===== src/rtl/gray_pkg.sv =====
// Shared types and Gray/binary conversion helpers for the Gray counter interface.
// Helpers operate on MAX_W bits; callers zero-extend narrower counts and truncate the result.
package gray_pkg;

  localparam int unsigned MAX_W = 16;

  typedef enum logic [1:0] {
    ST_INIT   = 2'd0,
    ST_TRACK  = 2'd1,
    ST_RESYNC = 2'd2
  } state_t;

  // Zero upper bits of a narrower count stay zero, so one MAX_W-wide loop serves every width.
  function automatic logic [MAX_W-1:0] gray2bin(input logic [MAX_W-1:0] g);
    logic [MAX_W-1:0] b;
    b[MAX_W-1] = g[MAX_W-1];
    for (int i = MAX_W - 2; i >= 0; i--) begin
      b[i] = b[i+1] ^ g[i];
    end
    return b;
  endfunction

  function automatic logic [MAX_W-1:0] bin2gray(input logic [MAX_W-1:0] b);
    return b ^ (b >> 1);
  endfunction

endpackage


===== src/rtl/gray_sync.sv =====
// N-bit, SYNC_STAGES-deep synchronizer with async reset; vld_out marks when the chain
// holds real samples rather than reset zeros.
module gray_sync #(
  parameter int unsigned N           = 4,
  parameter int unsigned SYNC_STAGES = 2
) (
  input  logic         clk,
  input  logic         reset,
  input  logic [N-1:0] d_in,
  output logic [N-1:0] q_out,
  output logic         vld_out
);

  logic [N-1:0]           stage_q [SYNC_STAGES];
  logic [N-1:0]           stage_d [SYNC_STAGES];
  logic [SYNC_STAGES-1:0] vld_q;
  logic [SYNC_STAGES-1:0] vld_d;

  always_comb begin
    stage_d[0] = d_in;
    for (int i = 1; i < SYNC_STAGES; i++) begin
      stage_d[i] = stage_q[i-1];
    end
    vld_d = {vld_q[SYNC_STAGES-2:0], 1'b1};
  end

  always_ff @(posedge clk or posedge reset) begin
    if (reset) begin
      for (int i = 0; i < SYNC_STAGES; i++) begin
        stage_q[i] <= '0;
      end
      vld_q <= '0;
    end else begin
      for (int i = 0; i < SYNC_STAGES; i++) begin
        stage_q[i] <= stage_d[i];
      end
      vld_q <= vld_d;
    end
  end

  assign q_out   = stage_q[SYNC_STAGES-1];
  assign vld_out = vld_q[SYNC_STAGES-1];

endmodule


===== src/rtl/gray_rx_decoder.sv =====
// Receive side of the Gray counter interface: synchronize, convert, classify steps, track lock.
// Optional err_count output is compiled in with GRAY_RX_ERR_CNT_EN.
module gray_rx_decoder
  import gray_pkg::*;
#(
  parameter int unsigned N           = 4,
  parameter int unsigned SYNC_STAGES = 2,
  parameter int unsigned RESYNC_CNT  = 4
) (
  input  logic         clk,
  input  logic         reset,
  input  logic         enable,
  input  logic [N-1:0] gray_in,
  input  logic         clear_err,
  output logic [N-1:0] bin_out,
  output logic         bin_valid,
  output logic         step_up,
  output logic         step_down,
  output logic         wrap,
  output logic         err,
  output logic         err_sticky,
  output logic         locked
`ifdef GRAY_RX_ERR_CNT_EN
  ,
  output logic [7:0]   err_count
`endif
);

  localparam int unsigned CNT_W = 4;
  localparam logic [N-1:0] MAX_VAL = '1;

  logic [N-1:0]     sync_g;
  logic             sync_vld;
  logic [N-1:0]     sb;
  logic [N-1:0]     diff;
  logic             sample_ok;

  state_t           state_q, state_d;
  logic [CNT_W-1:0] stab_cnt_q, stab_cnt_d;
  logic [N-1:0]     prev_q, prev_d;
  logic [N-1:0]     bin_q, bin_d;
  logic             bin_valid_q, bin_valid_d;
  logic             step_up_q, step_up_d;
  logic             step_down_q, step_down_d;
  logic             wrap_q, wrap_d;
  logic             err_q, err_d;
  logic             err_sticky_q, err_sticky_d;
  logic             locked_q, locked_d;

  gray_sync #(
    .N           (N),
    .SYNC_STAGES (SYNC_STAGES)
  ) u_sync (
    .clk     (clk),
    .reset   (reset),
    .d_in    (gray_in),
    .q_out   (sync_g),
    .vld_out (sync_vld)
  );

  // Decode only once the synchronizer has flushed its reset zeros.
  assign sample_ok = enable & sync_vld;
  assign sb        = N'(gray2bin(MAX_W'(sync_g)));
  assign diff      = sb - bin_q;

  always_ff @(posedge clk or posedge reset) begin
    if (reset) begin
      state_q      <= ST_INIT;
      stab_cnt_q   <= '0;
      prev_q       <= '0;
      bin_q        <= '0;
      bin_valid_q  <= 1'b0;
      step_up_q    <= 1'b0;
      step_down_q  <= 1'b0;
      wrap_q       <= 1'b0;
      err_q        <= 1'b0;
      err_sticky_q <= 1'b0;
      locked_q     <= 1'b0;
    end else begin
      state_q      <= state_d;
      stab_cnt_q   <= stab_cnt_d;
      prev_q       <= prev_d;
      bin_q        <= bin_d;
      bin_valid_q  <= bin_valid_d;
      step_up_q    <= step_up_d;
      step_down_q  <= step_down_d;
      wrap_q       <= wrap_d;
      err_q        <= err_d;
      err_sticky_q <= err_sticky_d;
      locked_q     <= locked_d;
    end
  end

  // Next state, stability counter and previous-sample register.
  always_comb begin
    state_d    = state_q;
    stab_cnt_d = stab_cnt_q;
    prev_d     = prev_q;
    if (sample_ok) begin
      prev_d = sb;
      case (state_q)
        ST_INIT: state_d = ST_TRACK;
        ST_TRACK: begin
          if (diff != '0 && diff != N'(1) && diff != MAX_VAL) begin
            state_d    = ST_RESYNC;
            stab_cnt_d = '0;
          end
        end
        ST_RESYNC: begin
          if (sb == prev_q) begin
            if (stab_cnt_q + CNT_W'(1) == CNT_W'(RESYNC_CNT)) begin
              state_d    = ST_TRACK;
              stab_cnt_d = '0;
            end else begin
              stab_cnt_d = stab_cnt_q + CNT_W'(1);
            end
          end else begin
            stab_cnt_d = '0;
          end
        end
        default: state_d = ST_INIT;
      endcase
    end
  end

  // Output values registered on the next edge.
  always_comb begin
    bin_d        = bin_q;
    bin_valid_d  = 1'b0;
    step_up_d    = 1'b0;
    step_down_d  = 1'b0;
    wrap_d       = 1'b0;
    err_d        = 1'b0;
    err_sticky_d = err_sticky_q;
    locked_d     = (state_d == ST_TRACK);
    if (sample_ok) begin
      case (state_q)
        ST_INIT: begin
          bin_d       = sb;
          bin_valid_d = 1'b1;
        end
        ST_TRACK: begin
          if (diff == N'(1)) begin
            bin_d       = sb;
            bin_valid_d = 1'b1;
            step_up_d   = 1'b1;
            wrap_d      = (sb == '0);
          end else if (diff == MAX_VAL) begin
            bin_d       = sb;
            bin_valid_d = 1'b1;
            step_down_d = 1'b1;
            wrap_d      = (sb == MAX_VAL);
          end else if (diff != '0) begin
            err_d = 1'b1;
          end
        end
        ST_RESYNC: begin
          if (state_d == ST_TRACK) begin
            bin_d       = sb;
            bin_valid_d = 1'b1;
          end
        end
        default: bin_d = bin_q;
      endcase
    end
    // A same-cycle error outranks the clear.
    if (clear_err) err_sticky_d = 1'b0;
    if (err_d)     err_sticky_d = 1'b1;
  end

`ifdef GRAY_RX_ERR_CNT_EN
  logic [7:0] err_cnt_q, err_cnt_d;

  always_comb begin
    err_cnt_d = err_cnt_q;
    if (clear_err && err_d) begin
      err_cnt_d = 8'd1;
    end else if (clear_err) begin
      err_cnt_d = 8'd0;
    end else if (err_d && err_cnt_q != 8'hFF) begin
      err_cnt_d = err_cnt_q + 8'd1;
    end
  end

  always_ff @(posedge clk or posedge reset) begin
    if (reset) err_cnt_q <= '0;
    else       err_cnt_q <= err_cnt_d;
  end

  assign err_count = err_cnt_q;
`endif

  assign bin_out    = bin_q;
  assign bin_valid  = bin_valid_q;
  assign step_up    = step_up_q;
  assign step_down  = step_down_q;
  assign wrap       = wrap_q;
  assign err        = err_q;
  assign err_sticky = err_sticky_q;
  assign locked     = locked_q;

endmodule


===== config.mk =====
export PLATFORM = sky130hd
export DESIGN_NAME = gray_rx_decoder
export DESIGN_NICKNAME = d
export VERILOG_FILES = /design/src/rtl/gray_pkg.sv /design/src/rtl/gray_sync.sv /design/src/rtl/gray_rx_decoder.sv
export SDC_FILE = /design/constraint.sdc
export NUM_CORES = 1
export LEC_CHECK = 0
export CAP_MARGIN = 10
export CORE_ASPECT_RATIO = 1.75
export CORE_MARGIN = 3
export CORE_UTILIZATION = 55
export CTS_CLUSTER_DIAMETER = 100
export DETAILED_ROUTE_END_ITERATION = 16
export DONT_BUFFER_PORTS = 1
export PLACE_DENSITY = 0.73
export SLEW_MARGIN = 20
export SYNTH_ARGS = -nofsm -noshare
export SYNTH_HDL_FRONTEND = slang
export SYNTH_SLANG_ARGS = --single-unit

===== constraint.sdc =====
create_clock -name clk -period 3.45 [get_ports clk]
set_input_delay 0.69 -clock clk [delete_from_list [all_inputs] [get_ports clk]]
set_output_delay 0.69 -clock clk [all_outputs]
set_load 0.05 [all_outputs]

Word-level counts from Yosys, hierarchy flattened
Cells that the tools add are included.

Bitwise operators: 4. Mux-type cells: 35. Equality and inequality tests: 13. Add/subtract/negate cells: 2. Reduce and logical (&&, ||, !) cells: 10.

Operator list (number): $mux W4 (6); $mux W1 (21); $pmux W4 S3 (1); $eq A4 B4 Y1 const B (2); $mux W2 (4); $pmux W4 S2 (1); $pmux W2 S3 (1); $add A4 B1 Y4 const B (1); $eq A2 B1 Y1 const B (2); $eq A4 B1 Y1 const B (1); $eq A4 B3 Y1 const B (1); $eq A4 B4 Y1 (1); $logic_not A4 Y1 (1); $ne A2 B2 Y1 const B (2); $ne A4 B1 Y1 const B (1); $ne A4 B4 Y1 const B (1); $reduce_and A4 Y1 (1); $reduce_bool A2 Y1 (2); $reduce_bool A4 Y1 (1); $sub A4 B4 Y4 (1); $ne A3 B3 Y1 const B (1); $pmux W1 S3 (1); $reduce_and A3 Y1 (1); $reduce_bool A3 Y1 (1); other kinds (5) (8).

Bits in registers: 31. Output and inout bits: 11. Bits of input ports: 8. Logic and storage cells: 78.

Depth between registers and ports, before layout
Gate-level depths: netlist of the first run.

Word-level depth: 14. Mapped depth: 12. Mapped depth without buffers: 12.

Modules after synthesis
Synthesis of the first run repeated with hierarchy kept, for this count alone.

Cells, all modules: 138. Area total of the unflattened synthesis: 1512.7 sq um.

By module, submodules not included: gray_rx_decoder (times used 1, cells an instance 126, area an instance 1255.0 sq um, seq. area each 525.5 sq um); gray_sync (times used 1, cells an instance 12, area an instance 257.7 sq um, seq. area each 250.2 sq um).

Worst setup path after synthesis of the first run
Ideal clock, no wire load.

Kind: register to register. Start point: register u_sync.stage_q (netlist bit u_sync.q_out[3]). End point: register bin_q[2], in the netlist bin_out[2]. Slack: 141 ps. Setup time: 125 ps. Arrival: 3184 ps. Stages on the path, launching flop included: 12. Period minus slack after synthesis: 3309 ps. Required time: 3325 ps. Path buffers: 0. Cells stage by stage: dfrtp_1 inv_1 ha_1 xor2_1 ha_1 ha_1 inv_1 fa_1 nor3_1 mux2i_1 o32ai_4 mux2_4.

Cells in the longest elaborated chain, start to end: 13. Elaborated cells on any way between the ends: 24. Classes of those cells: add/sub: 1; eq/ne: 8; mux: 8; bitwise: 3; reduce/logical: 4.

RTL lines: start, declared (line gray_sync.sv:14) `logic [N-1:0] stage_q [SYNC_STAGES];`; start signal, assigned by index (line gray_sync.sv:35) `stage_q[i] <= stage_d[i];`; $xor A1 B1 Y1 (*) (line gray_pkg.sv:18) `b[i] = b[i+1] ^ g[i];`; net sb[2] (line gray_rx_decoder.sv:34) `logic [N-1:0] sb;`; $xor A1 B1 Y1 (*) (line gray_pkg.sv:18); net sb[1] (line gray_rx_decoder.sv:34); $xor A1 B1 Y1 (line gray_pkg.sv:18); $sub A4 B4 Y4 (line gray_rx_decoder.sv:64) `assign diff = sb - bin_q;`; $ne A4 B1 Y1 / $reduce_bool A4 Y1 (equally long branches) (line gray_rx_decoder.sv:104) `if (diff != '0 && diff != N'(1) && diff != MAX_VAL) begin`; $logic_and A1 B1 Y1 (2 in a row) (line gray_rx_decoder.sv:104); $mux W2 (line gray_rx_decoder.sv:104); $pmux W2 S3 (line gray_rx_decoder.sv:101) `case (state_q)`; $mux W2 (line gray_rx_decoder.sv:99) `if (sample_ok) begin`; $eq A2 B1 Y1 (line gray_rx_decoder.sv:158) `if (state_d == ST_TRACK) begin`; $ne A2 B2 Y1 (no source line); $reduce_and A4 Y1 (no source line); end signal, assigned (line gray_rx_decoder.sv:83) `bin_q <= bin_d;`; end, declared (line gray_rx_decoder.sv:41) `logic [N-1:0] bin_q, bin_d;`.

Mark *: on every way through the listed nets, which the timed path passes. The rest lies on a longest branch. The select of a mux whose other input is x is not followed. A chain may end at the register's enable or synchronous reset.

Worst setup path in the final report of the first run
Ends and elaborated chain as after synthesis.

==> reports/results.ini, run 1 <==
[finish]
drive_above_1_share_pct = 21.4
final_nets = 158
final_util_pct = 66.3
area_growth_pct = 13.3
n_antenna_cell = 0

[status]
run_status = finished, final reports clean

[floorplan]
design.die.area_sq_mm = 0.00336
fp.dieW_um = 45.2
pin_count = 19
start_util_pct = 58.5
rows = 24
core_sq_mm = 0.00252
fp.dieH_um = 74.5

[synth]
synthDistinctLibCells = 40
synthFlopType = dfrtp_1
syn_area_sq_mm = 0.00148
ys_seq_area_share_pct = 52.6
syn-num-nets = 143
syn_area_per_cell_sq_um = 11.8
ys_async_sr_fraction_pct = 100
synthesis.instances = 125
synth_edf_count = 0
ys_warn_count = 0
ys_ff_latch = 31

[timing]
maxSlewViolCount = 0
setup_slack_ns = 0.0730
slew_headroom_pct = 58.3
hold_ws_ns = 0.347
fin_crit_sh_pct = 97.9
fin_worst_skew_ns = 0.00585
worst_slew_pin_slew_ns = 0.624
finalHoldViolCount = 0
finalSetupViolCount = 0
max_freq_mhz = 296
period_minus_slack_ns = 3.38
setup_tns_ns = 0

[routing]
avgRoutedWirePerCell_um = 16.5
drc_errors = 0
vias = 930
drtPass1Iterations = 4
wl_um = 2730
drt_iter0_drc = 16
routed_via_density = 5.60
postRouteAntennaNets = 0

[grt]
grt_use_total_pct = 19.0
gr-total-overflow = 0
grt_pass1_wl_um = 4370
grt_pass1_vias = 979
antenna_found_initial = 0
grt_max_degree = 32

[pwr]
leakage_nw = 0.860
peakVddDrop_mv = 0.520
cellPowerDensity_mw_per_mm2 = 844
p_total_mw = 1.41

[cts]
cts_root_buf = clkbuf_8
clkSinkCount = 31
clk_pin_slew_ns = 0.06
numCtsBuffers = 5
cts_buffer_depth = 2
h-tree-depth = 2
insertion_delay_ns = 0.28
cts_tree = built
hold_buffers = 0

[setup_path]
rrSetupSlack_ns = 0.07
timing.rr.end = bin_out[2]
reg2reg_depth = 12
endpoint_kind = flop
worstSetupStartpointType = flop
cp.arrival_ns = 3.55
crit_required_ns = 3.62
worstSetupPathType = reg -> reg
r2r_start = u_sync.q_out[3]
cp_max_fo = 5
critPathLaunch = u_sync.q_out[3]

[min_path]
hold_path_depth = 0
hold_path_end = u_sync.vld_q[1]
hold_class = reg -> reg
hold_start = u_sync.vld_q[0]

[placement]
gp_congestion = 0.891
hpwl_um = 2000
dp_slack_ns = 0.122
portBuffers = 0

[job]
maxCapViolations = 0

power breakdown:
group | internal (mW) | switching, mW | leakage [nW]
logic | 0.245 | 0.275 | 0.426
registers | 0.430 | 0.183 | 0.387
clock network | 0.156 | 0.122 | 0.0470
final cells by class:
class / instances / area (sq um)
well taps: 26 / 32.5
repair buffers: 9 / 67.6
fillers: 206 / 851
multi-input cells: 80 / 658
clock inverters: 1 / 5.00
inverters: 13 / 48.8
clock buffers: 6 / 82.6
flip-flops and latches: 31 / 777
worst max path at each step:
| stage | to | slack, ns | depth (start not counted) |
|---|---|---|---|
| floorplan | bin_out[2] | 0.14 | 11 |
| global placement | bin_out[3] | 0.26 | 12 |
| detailed placement | bin_out[2] | 0.12 | 12 |
| CTS | bin_out[2] | 0.07 | 12 |
| global route | bin_out[1] | -0.12 | 13 |
| finish | bin_out[2] | 0.07 | 12 |
flip-flops by register name, indices dropped and copies added (netlist names), 2 cells and up:
signal	count
bin_out	4
stab_cnt_q	4
state_q	2
prev_q	4
u_sync.stage_d	4
u_sync.q_out	4
u_sync.vld_q	2
placed cells by master (no fill, tap or decap), drive strengths merged, types with 2 or more instances in the layout:
cell type / instances
a21oi: 4
nor3: 4
mux2i: 4
buf: 9
mux2: 3
and2: 3
a21o: 3
ha: 9
o21ai: 7
nand2b: 2
nor2: 4
dfrtp: 31
xnor2: 4
xor2: 5
and3b: 2
nand3: 2
nand2: 8
clkbuf: 6
inv: 13
worst max-delay path: stages, from the launching register on:
cell	delay, ns
dfrtp_2	0.40
inv_1	0.07
ha_1	0.30
xor2_1	0.18
ha_1	0.32
ha_1	0.17
inv_1	0.06
fa_1	0.42
xor2_2	0.23
and3b_1	0.22
mux2i_1	0.13
o32ai_4	0.44
mux2_4	0.34
cell families (layout without fill, tap and decap cells):
family / Yosys count / count (layout) / synth area share (%)
AO/OA/AOI/OAI: 23 / 23 / 12.3
XOR/XNOR: 9 / 9 / 5.85
adder cells (fa/ha/maj): 10 / 10 / 8.99
buffers and inverters: 14 / 29 / 3.65
flip-flops: 31 / 31 / 52.6
multiplexers: 7 / 7 / 5.51
other: 1 / 1 / 0.254
AND/OR/NAND/NOR: 30 / 30 / 10.9
layer usage:
layer,up-vias,GRT usage [%],wire (um)
met4,0,12.1,119
met5,-,0,0
met3,12,6.54,140
li1,449,-,-
met2,27,33.6,1550
met1,442,17.7,919
through the flow:
step	area, sq um	cells
floorplan	1480	125
global placement	1540	155
detailed placement	1540	155
CTS	1630	162
global route	1670	166
finish	1670	166
synthesized netlist by cell type, drive strengths merged, types with 2 or more instances:
library cell | number | area share, %
nor3 | 4 | 1.4
and3b | 2 | 1.2
nand2b | 2 | 0.85
and2 | 3 | 1.4
nand2 | 8 | 2.0
nand3 | 2 | 0.68
ha | 9 | 7.6
xnor2 | 4 | 2.9
a21oi | 4 | 1.6
nor2 | 4 | 1.0
xor2 | 5 | 3.0
mux2 | 3 | 2.8
inv | 13 | 3.3
mux2i | 4 | 2.7
dfrtp | 31 | 53
a21o | 3 | 1.5
o21ai | 7 | 2.4
timing repair:
action                                  CTS  global route
endpoints found under the setup margin    0             2
buffers inserted                          0             4
resized for setup                         0             3
No activity file was read; power rests on OpenSTA's default activity.
==> run 2, diff against run 1 <==
--- a/config.mk
+++ b/config.mk
@@ -8,11 +8,12 @@
 export CAP_MARGIN = 10
 export CORE_ASPECT_RATIO = 1.75
 export CORE_MARGIN = 3
-export CORE_UTILIZATION = 55
+export CORE_UTILIZATION = 54
 export CTS_CLUSTER_DIAMETER = 100
 export DETAILED_ROUTE_END_ITERATION = 16
 export DONT_BUFFER_PORTS = 1
-export PLACE_DENSITY = 0.73
+export HOLD_SLACK_MARGIN = 0.05
+export PLACE_DENSITY = 0.72
 export SLEW_MARGIN = 20
 export SYNTH_ARGS = -nofsm -noshare
 export SYNTH_HDL_FRONTEND = slang
==> reports/results.ini, run 2 (same netlist as run 1, synthesis figures left out) <==
[status]
run_status = finished, final reports clean  ; unchanged

[pwr]
p_comb_share_pct = 34.1  ; was 36.8%
seq_power_share_pct = 41.4  ; was 43.5%
peakVddDrop_mv = 0.574  ; was 0.520 mV
netSwitchingPower_uw = 572  ; was 580 uW
leakage_nw = 0.869  ; was 0.860 nW
cellPowerDensity_mw_per_mm2 = 865  ; was 844 mW/mm^2
clkPwrFrac_pct = 24.6  ; was 19.7%
intPower_uw = 897  ; was 830 uW
switching_share_pct = 38.9  ; was 41.1%

[grt]
grt_pass1_vias = 1022  ; was 979
gr-total-overflow = 0  ; unchanged
grt_use_total_pct = 18.3  ; was 19.0%
grt_pass1_wl_um = 4300  ; was 4370 um
antenna_found_initial = 0  ; unchanged
grt_max_degree = 32  ; unchanged

[setup_path]
critPathSlowestCell = dfrtp_2  ; was o32ai_4
cp.arrival_ns = 3.47  ; was 3.55 ns
critPathLaunch = u_sync.q_out[3]  ; unchanged
crit_path_cell_trace = inv_1, ha_1, xor2_1, ha_1, ha_1, inv_1, fa_1, xor2_2, and3b_1, mux2i_1, o32ai_4, mux2_4  ; unchanged
rrSetupSlack_ns = 0.14  ; was 0.07 ns
crit_path_end = bin_out[2]  ; unchanged
reg2reg_depth = 12  ; unchanged
endpoint_kind = flop  ; unchanged
crit_required_ns = 3.61  ; was 3.62 ns
cp_max_fo = 4  ; was 5
crit_top_cell = ha_1  ; unchanged
worstSetupStartpointType = flop  ; unchanged
r2r_start = u_sync.q_out[3]  ; unchanged
critical-path-max-stage-delay_ns = 0.43  ; was 0.44 ns
worstSetupPathType = reg -> reg  ; unchanged
timing.rr.end = bin_out[2]  ; unchanged

[timing]
max_freq_mhz = 302  ; was 296 MHz
maxSlewViolCount = 0  ; unchanged
hold_ws_ns = 0.344  ; was 0.347 ns
finalHoldViolCount = 0  ; unchanged
period_minus_slack_ns = 3.31  ; was 3.38 ns
worst_slew_pin_slew_ns = 0.629  ; was 0.624 ns
slew_headroom_pct = 58.0  ; was 58.3%
fin_crit_sh_pct = 95.8  ; was 97.9%
fin_worst_skew_ns = 0.00510  ; was 0.00585 ns
finalSetupViolCount = 0  ; unchanged

[routing]
routed_via_density = 5.78  ; was 5.60
wl_um = 2680  ; was 2730 um
drtPass1Iterations = 4  ; unchanged
vias = 959  ; was 930
drt_iter0_drc = 20  ; was 16
avgRoutedWirePerCell_um = 16.2  ; was 16.5 um
drc_errors = 0  ; unchanged
postRouteAntennaNets = 0  ; unchanged

[cts]
cts_buffer_depth = 2  ; unchanged
h-tree-depth = 2  ; unchanged
numCtsBuffers = 5  ; unchanged
cts_tree = built  ; unchanged
clk_pin_slew_ns = 0.06  ; about the same
cts_root_buf = clkbuf_8  ; unchanged
insertion_delay_ns = 0.28  ; about the same
clkSinkCount = 31  ; unchanged

[floorplan]
fp.dieH_um = 75.1  ; was 74.5 um
core_sq_mm = 0.00255  ; was 0.00252 sq mm
rows = 24  ; unchanged
fp.dieW_um = 45.5  ; was 45.2 um
start_util_pct = 57.8  ; was 58.5%
design.die.area_sq_mm = 0.00342  ; was 0.00336 sq mm
pin_count = 19  ; unchanged

[placement]
hpwl_um = 2030  ; was 2000 um
numPlacedInstances = 155  ; unchanged
gp_congestion = 0.922  ; was 0.891
portBuffers = 0  ; unchanged

[finish]
final_cell_count_no_fill = 166  ; unchanged
layout_common_cells = dfrtp_1 (30), inv_1 (11), ha_1 (9), nand2_1 (8)  ; was dfrtp_1 (30), inv_1 (11), ha_1 (9), buf_4 (9), nand2_1 (8)
final_common_cell = dfrtp_1  ; unchanged
n_antenna_cell = 0  ; unchanged
area_growth_pct = 15.1  ; was 13.3%
drive_above_1_share_pct = 21.4  ; unchanged
final_nets = 157  ; was 158

[job]
maxCapViolations = 0  ; unchanged

[min_path]
hold_class = reg -> reg  ; unchanged

## run 2: cell count changes in the layout (fill, tap and decap cells not counted)
cell and change:
buf_4 -2, buf_6 +1, bufinv_16 +1
## run 2: power groups by stage
stage | registers (mW) | logic, mW | clock network [mW]
finish | 0.607 | 0.501 | 0.361
global route | 0.617 | 0.553 | 0.385
CTS | 0.609 | 0.469 | 0.370
detailed placement | 0.614 | 0.463 | 0
global placement | 0.613 | 0.439 | 0
floorplan | 0.624 | 0.329 | 0
## run 2: how the worst min path moves through the flow
stage	start	to	slack (ns)	cells past startpoint
finish	u_sync.vld_q[0]	u_sync.vld_q[1]	0.34	0
global route	u_sync.vld_q[0]	u_sync.vld_q[1]	0.37	0
CTS	u_sync.vld_q[0]	u_sync.vld_q[1]	0.35	0
detailed placement	u_sync.vld_q[0]	u_sync.vld_q[1]	0.34	0
global placement	u_sync.stage_d[1]	u_sync.q_out[1]	0.33	0
floorplan	u_sync.stage_d[0]	u_sync.q_out[0]	0.33	0
## run 2: layout make-up
class	count	area, sq um
Sequential cell	31	777
Tap cell	26	32.5
Timing Repair Buffer	8	63.8
Inverter	13	48.8
Fill cell	195	855
Multi-Input combinational cell	80	658
Clock buffer	6	82.6
Clock inverter	2	35.0
## run 2: worst max-delay path: cells and delay by family (launching register included)
family                     cells  cell delay, ns
muxes                          2            0.44
and+or+nand+nor                1            0.23
xor gates and xnor gates       2            0.39
adders and majority gates      4            1.12
DFF                            1            0.43
AOI/OAI and AO/OA              1            0.43
buffers and inverters          2            0.13
## run 2: repair_timing
| action | 4_1_cts | 5_1_grt |
|---|---|---|
| setup endpoints to repair | 0 | 3 |
| hold buffers | 0 | 0 |
| gates resized for setup | 0 | 4 |
| buffers inserted | 0 | 3 |
## run 2: per-stage QoR
stage	setup slack [ns]	utilization [%]	setup TNS, ns	area, sq um	total power [mW]
after global routing	-0.0479	66.5	-0.149	1700	1.56
after detailed placement	0.113	60.3	0	1540	1.08
after floorplan	0.141	-	0	1480	0.953
final	0.143	66.5	0	1700	1.47
after global placement	0.255	60.3	0	1540	1.05
after CTS	0.0855	65.0	0	1660	1.45
## run 2: metal layers
layer  wire length [um]  vias up  track usage [%]  part of all wire [%]
met4                121        0             12.1                   4.5
met2               1540       21             33.0                    57
met3                103       10             6.46                   3.8
met1                924      480             16.0                    34
li1                   -      448                -                     -
met5                  0        -                0                     0
